## src/rtl/gpio_access_arbiter.sv

```systemverilog
// gpio_access_arbiter: round-robin Avalon-MM master that shares the LED and
// test-point PIO s1 ports between two requesters. It runs one transaction at
// a time and implements bit-set/bit-clear as an atomic read-modify-write.

module gpio_access_arbiter #(
   parameter int unsigned RD_LAT = 1,   // PIO s1 read latency, 1..3
   parameter int unsigned DW     = 32,
   parameter int unsigned AW     = 3
) (
   input  logic          pheriphal_clk_clk,
   input  logic          pheriphal_reset_reset,

   input  logic          req0_valid,
   output logic          req0_ready,
   input  logic          req0_target,
   input  logic [1:0]    req0_op,
   input  logic [AW-1:0] req0_addr,
   input  logic [DW-1:0] req0_wdata,
   output logic          req0_rvalid,
   output logic [DW-1:0] req0_rdata,

   input  logic          req1_valid,
   output logic          req1_ready,
   input  logic          req1_target,
   input  logic [1:0]    req1_op,
   input  logic [AW-1:0] req1_addr,
   input  logic [DW-1:0] req1_wdata,
   output logic          req1_rvalid,
   output logic [DW-1:0] req1_rdata,

   output logic [AW-1:0] led_s1_address,
   output logic          led_s1_write_n,
   output logic [DW-1:0] led_s1_writedata,
   output logic          led_s1_chipselect,
   input  logic [DW-1:0] led_s1_readdata,

   output logic [AW-1:0] tp_s1_address,
   output logic          tp_s1_write_n,
   output logic [DW-1:0] tp_s1_writedata,
   output logic          tp_s1_chipselect,
   input  logic [DW-1:0] tp_s1_readdata,

   output logic          busy
);

   typedef enum logic [2:0] {
      S_IDLE,
      S_ISSUE,
      S_WAIT,
      S_WRITE,
      S_RESP
   } state_t;

   typedef enum logic [1:0] {
      OP_RD  = 2'b00,
      OP_WR  = 2'b01,
      OP_SET = 2'b10,
      OP_CLR = 2'b11
   } op_t;

   localparam logic [1:0] LAT_INIT = 2'(RD_LAT);

   logic clk;
   logic rst;

   assign clk = pheriphal_clk_clk;
   assign rst = pheriphal_reset_reset;

   state_t        state;
   state_t        state_nxt;

   // Latched transaction context
   logic          gnt_id_q;     // requester being served
   logic          tgt_q;        // 0 = LED, 1 = TP
   op_t           op_q;
   logic [DW-1:0] mask_q;       // set/clear mask
   logic [DW-1:0] cap_q;        // captured readdata
   logic [1:0]    cnt_q;        // read latency counter
   logic          rr_q;         // requester favoured on a tie

   // Arbitration / datapath helpers
   logic          grant_any;
   logic          grant_id;
   logic          sel_target;
   logic [1:0]    sel_op;
   logic [AW-1:0] sel_addr;
   logic [DW-1:0] sel_wdata;
   logic [DW-1:0] rd_sel;
   logic [DW-1:0] merged;
   logic          capture;
   logic          resp_load;
   logic [DW-1:0] resp_data;

   logic          bus_cs;
   logic          bus_wr;

   // Round-robin arbitration and selection of the granted request fields
   always_comb begin
      grant_any  = (state == S_IDLE) && (req0_valid || req1_valid);
      grant_id   = (req0_valid && req1_valid) ? rr_q : req1_valid;
      sel_target = grant_id ? req1_target : req0_target;
      sel_op     = grant_id ? req1_op     : req0_op;
      sel_addr   = grant_id ? req1_addr   : req0_addr;
      sel_wdata  = grant_id ? req1_wdata  : req0_wdata;
   end

   // Read-data capture and read-modify-write merge
   always_comb begin
      rd_sel  = tgt_q ? tp_s1_readdata : led_s1_readdata;
      capture = (state == S_WAIT) && (cnt_q == 2'd1);
      if (op_q == OP_SET) begin
         merged = rd_sel | mask_q;
      end else begin
         merged = rd_sel & ~mask_q;
      end
   end

   // Response data is loaded on the cycle that enters RESP
   always_comb begin
      resp_load = 1'b0;
      resp_data = '0;
      if ((state == S_ISSUE) && (op_q == OP_WR)) begin
         resp_load = 1'b1;
         resp_data = '0;
      end else if (capture && (op_q == OP_RD)) begin
         resp_load = 1'b1;
         resp_data = rd_sel;
      end else if (state == S_WRITE) begin
         resp_load = 1'b1;
         resp_data = cap_q;
      end
   end

   // FSM state register
   always_ff @(posedge clk or posedge rst) begin
      if (rst) begin
         state <= S_IDLE;
      end else begin
         state <= state_nxt;
      end
   end

   // FSM next-state logic
   always_comb begin
      state_nxt = state;
      case (state)
         S_IDLE: begin
            if (grant_any) begin
               state_nxt = S_ISSUE;
            end
         end
         S_ISSUE: begin
            state_nxt = (op_q == OP_WR) ? S_RESP : S_WAIT;
         end
         S_WAIT: begin
            if (cnt_q == 2'd1) begin
               state_nxt = (op_q == OP_RD) ? S_RESP : S_WRITE;
            end
         end
         S_WRITE: begin
            state_nxt = S_RESP;
         end
         S_RESP: begin
            state_nxt = S_IDLE;
         end
         default: begin
            state_nxt = S_IDLE;
         end
      endcase
   end

   // FSM outputs: handshakes, strobes and busy decoded from the current state
   always_comb begin
      bus_cs            = (state == S_ISSUE) || (state == S_WRITE);
      bus_wr            = ((state == S_ISSUE) && (op_q == OP_WR)) || (state == S_WRITE);
      req0_ready        = grant_any && !grant_id;
      req1_ready        = grant_any &&  grant_id;
      req0_rvalid       = (state == S_RESP) && !gnt_id_q;
      req1_rvalid       = (state == S_RESP) &&  gnt_id_q;
      led_s1_chipselect = bus_cs && !tgt_q;
      tp_s1_chipselect  = bus_cs &&  tgt_q;
      led_s1_write_n    = !(led_s1_chipselect && bus_wr);
      tp_s1_write_n     = !(tp_s1_chipselect  && bus_wr);
      busy              = (state != S_IDLE);
   end

   // Latch the granted request and advance the round-robin pointer
   always_ff @(posedge clk or posedge rst) begin
      if (rst) begin
         gnt_id_q <= 1'b0;
         tgt_q    <= 1'b0;
         op_q     <= OP_RD;
         mask_q   <= '0;
         rr_q     <= 1'b0;
      end else if (grant_any) begin
         gnt_id_q <= grant_id;
         tgt_q    <= sel_target;
         op_q     <= op_t'(sel_op);
         mask_q   <= sel_wdata;
         rr_q     <= !grant_id;
      end
   end

   // Read latency counter and captured readdata
   always_ff @(posedge clk or posedge rst) begin
      if (rst) begin
         cnt_q <= '0;
         cap_q <= '0;
      end else begin
         if (state == S_ISSUE) begin
            cnt_q <= LAT_INIT;
         end else if (state == S_WAIT) begin
            cnt_q <= cnt_q - 2'd1;
         end
         if (capture) begin
            cap_q <= rd_sel;
         end
      end
   end

   // Per-port address/writedata registers; they hold while the bus is idle.
   // Set/clear writedata is merged at the capture edge so it is ready in WRITE.
   always_ff @(posedge clk or posedge rst) begin
      if (rst) begin
         led_s1_address   <= '0;
         led_s1_writedata <= '0;
         tp_s1_address    <= '0;
         tp_s1_writedata  <= '0;
      end else begin
         if (grant_any && !sel_target) begin
            led_s1_address <= sel_addr;
            if (sel_op == OP_WR) begin
               led_s1_writedata <= sel_wdata;
            end
         end
         if (grant_any && sel_target) begin
            tp_s1_address <= sel_addr;
            if (sel_op == OP_WR) begin
               tp_s1_writedata <= sel_wdata;
            end
         end
         if (capture && (op_q != OP_RD)) begin
            if (tgt_q) begin
               tp_s1_writedata <= merged;
            end else begin
               led_s1_writedata <= merged;
            end
         end
      end
   end

   // Per-requester response data, held until that requester's next response
   always_ff @(posedge clk or posedge rst) begin
      if (rst) begin
         req0_rdata <= '0;
         req1_rdata <= '0;
      end else if (resp_load) begin
         if (gnt_id_q) begin
            req1_rdata <= resp_data;
         end else begin
            req0_rdata <= resp_data;
         end
      end
   end

endmodule

```

## config.mk

```make
export PLATFORM = sky130hd
export DESIGN_NAME = gpio_access_arbiter
export DESIGN_NICKNAME = d
export VERILOG_FILES = /design/src/rtl/gpio_access_arbiter.sv
export SDC_FILE = /design/constraint.sdc
export NUM_CORES = 1
export LEC_CHECK = 0
export ABC_AREA = 1
export CAP_MARGIN = 20
export CORE_ASPECT_RATIO = 1.25
export CORE_MARGIN = 4
export CORE_UTILIZATION = 49
export CTS_CLUSTER_DIAMETER = 40
export CTS_CLUSTER_SIZE = 10
export DETAILED_ROUTE_END_ITERATION = 7
export PLACE_DENSITY_LB_ADDON = 0.08
export SYNTH_ARGS = -nofsm -noshare
export SYNTH_HDL_FRONTEND = slang
export SYNTH_SLANG_ARGS = --single-unit
```

## constraint.sdc

```tcl
create_clock -name pheriphal_clk_clk -period 8.19 [get_ports pheriphal_clk_clk]
set_input_delay 1.638 -clock pheriphal_clk_clk [delete_from_list [all_inputs] [get_ports pheriphal_clk_clk]]
set_output_delay 1.638 -clock pheriphal_clk_clk [all_outputs]
set_load 0.005 [all_outputs]
```

==> impl_metrics.yaml <==
sta:
  hold_viol: 0
  fin_crit_ns: 5.06
  tightest_slew_ns: 1.06
  finalMaxSlewViolations: 0
  max_freq_ghz: 0.198
  finalSetupTns_ns: 0
  rsz0062_at_grt: "false"
  finClkSkew_ns: 0.0181
  min_period_over_period_pct: 61.7
  setup_viol: 0
  slew_headroom_pct: 29.6
cts:
  clockBufferDepth: 3
  cts_htree_levels: 2
  path_clk_slew_ns: 0.05
  cts_hold_buf: 0
  clk_latency_ns: 0.50
  numClockSinks: 208
  post_cts_buffers: 0
  cts_root_buf: "clkbuf_16"
  post_cts_resized: 0
  cts_buffers: 34
  tritoncts: "yes"
worst_setup_path:
  arrival_ns: 3.42
  cp_num_buf_inv: 3
  worst_ep_required_time_ns: 6.55
  crit_path_end_kind: "output pin"
  slowest_stage: "clkdlybuf4s50_1"
  cp_top_family: "buffers and inverters"
  path_cells: "clkdlybuf4s50_1, nand2_2, nand2_2, inv_1, nor2_1, clkdlybuf4s50_1"
  slowest_delay_ns: 0.51
  path_max_fanout: 29
  path_class: "input pin to output pin"
  start_kind: "input pin"
logic_synthesis:
  yosys_warnings: 0
  synthAdderAreaFrac_pct: 0.118
  synth_top_family_by_area: "simple AND/OR/NAND/NOR gates"
  syn_avg_cell_area_sq_um: 7.71
  synth_mux_area_share_pct: 2.95
  synth_compound_area_share_pct: 11.5
  ys_seq_area_share_pct: 49.0
  netlist_area_sq_um: 10600
  synthCells: 1377
  synth_nets: 1522
  synth_simple_gate_area_share_pct: 27.1
  synthXorXnorAreaFrac_pct: 0
  ys_ff_latch: 208
  synth_cell_types: 27
floorplanning:
  core-area_sq_um: 21000
  die_width_um: 140
  die_area_sq_um: 24100
  start_util_pct: 50.5
  dieHeight_um: 173
  floorplan.rows: 59
  pin_count: 287
route:
  vias: 10240
  antenna_left: 0
  viasPerCell: 5.34
  drt_iter0_drc: 749
  dr.pass1.iters: 5
  drt-wirelength-per-cell_um: 17.4
  drc: 0
  wirelength_um: 33400
power_and_ir_drop:
  vdd_drop_max_v: 0.000236
  powerDensity_nw_per_um2: 388
  power.leakage_nw: 7.19
hold_path:
  min_path_type: "flip-flop to flip-flop"
finish:
  postLayoutCellArea_sq_um: 14600
  syn_to_final_growth_pct: 37.6
  fin_util_pct: 69.4
  final_nets: 1764
  antenna_cells: 0
  fillers: 1791
  drive_above_1_share_pct: 5.96
  final_common_cell: "nand2_1"
  final_cell_mix: "451 x nand2_1, 286 x clkdlybuf4s50_1, 207 x dfrtp_1"
grt:
  grt_pass1_wl_um: 53600
  grt_overflow_total: 0
  grt_pass1_vias: 10047
  grt_max_degree: 141
  grt.total_usage_pct: 27.1
  antenna_found_initial: 0
outcome:
  outcome: "finished clean"
placed_design:
  port_buffers: 286
  place_area_sq_um: 13400
  dpl.hpwl_um: 21800
  gp_congestion: 0.870
job:
  cap_viol_max_count: 0
==> sequential cells by signal, indices dropped and copies added, names as in the netlist, 3 cells and up <==
signal	flops
cap_q	32
led_s1_address	3
led_s1_writedata	32
mask_q	32
req0_rdata	32
req1_rdata	32
state	3
tp_s1_address	3
tp_s1_writedata	32
==> power by group <==
| part | switching [mW] | internal (mW) | total [mW] |
|---|---|---|---|
| sequential | 0.279 | 1.52 | 1.80 |
| clock | 0.504 | 0.968 | 1.47 |
| combinational | 1.35 | 1.05 | 2.40 |
==> cells in the mapped netlist <==
cell type	instances	area, sq um
or2_1	1	6.26
mux2_2	2	22.5
nand3b_1	1	7.51
buf_2	29	145
mux2i_1	29	290
o21ai_0	194	971
nor2_2	3	18.8
nand3_1	192	961
o21ai_1	35	175
a31oi_1	6	37.5
o22ai_1	2	12.5
clkbuf_1	46	173
nand3_2	1	10.0
nor2_1	17	63.8
nand2_1	453	1700
buf_6	19	214
buf_1	2	7.51
dfrtp_1	208	5200
inv_2	4	15.0
nor3_2	1	10.0
or2_2	1	6.26
inv_1	118	443
nand2_2	4	25.0
nor2_8	2	40.0
ha_1	1	12.5
nor2_4	2	22.5
a21oi_1	4	20.0
==> per-stage QoR <==
step / setup WS [ns] / power [mW] / hold WS [ns] / instances
finish: 3.13 / 5.67 / 0.476 / 1917
global route: 2.98 / 6.06 / 0.497 / 1917
CTS: 3.11 / 5.69 / 0.479 / 1917
detailed placement: 3.13 / 4.19 / 0.468 / 1857
global placement: 3.16 / 4.13 / 0.461 / 1857
floorplan: 0.871 / 3.09 / 0.453 / 1377
==> per-layer routing <==
layer | share of wire, % | GRT usage, % | wire length (um) | vias up
met5 | 0 | 0 | 0 | -
met4 | 3.0 | 9.98 | 991 | 0
met3 | 8.1 | 5.99 | 2700 | 65
met2 | 47 | 44.0 | 15800 | 420
met1 | 42 | 35.8 | 13900 | 4819
li1 | - | - | - | 4936
==> tightest hold or removal path, delay by kind of cell (launching register included) <==
family	cells	cell delay [ns]
AO/OA/AOI/OAI	1	0.06
AND/OR/NAND/NOR	1	0.05
flip-flops	1	0.33
==> layout make-up <==
type / count / area, sq um / share of cell area, %
tap: 274 / 343 / 2.35
clock buffer: 45 / 1020 / 6.96
clock inverter: 15 / 170 / 1.17
sequential: 208 / 5210 / 35.7
multi-input combinational: 951 / 4420 / 30.3
inverter: 122 / 465 / 3.19
timing repair buffer: 302 / 2980 / 20.4
==> final timing paths <==
check                                      start                    to  slack [ns]  cells past startpoint
setup reg to reg                        state[1]  led_s1_writedata[31]        4.92                      9
min in group asynchronous  pheriphal_reset_reset         req1_rdata[6]        1.72                      2
setup / recovery                      req0_valid            req0_ready        3.13                      6
hold reg to reg                   req0_rdata[20]        req0_rdata[20]        0.48                      2
max in group asynchronous  pheriphal_reset_reset             cap_q[11]        4.84                      3
hold / removal                    req0_rdata[20]        req0_rdata[20]        0.48                      2
==> kinds of logic (layout without fill, tap and decap cells) <==
logic type,after synthesis,after routing
AO/OA/AOI/OAI,241,241
adder cells (fa/ha/maj),1,1
buffers and inverters,218,484
multiplexers,31,31
AND/OR/NAND/NOR,678,678
flip-flops,208,208
Power figures use the tool's default switching activity.
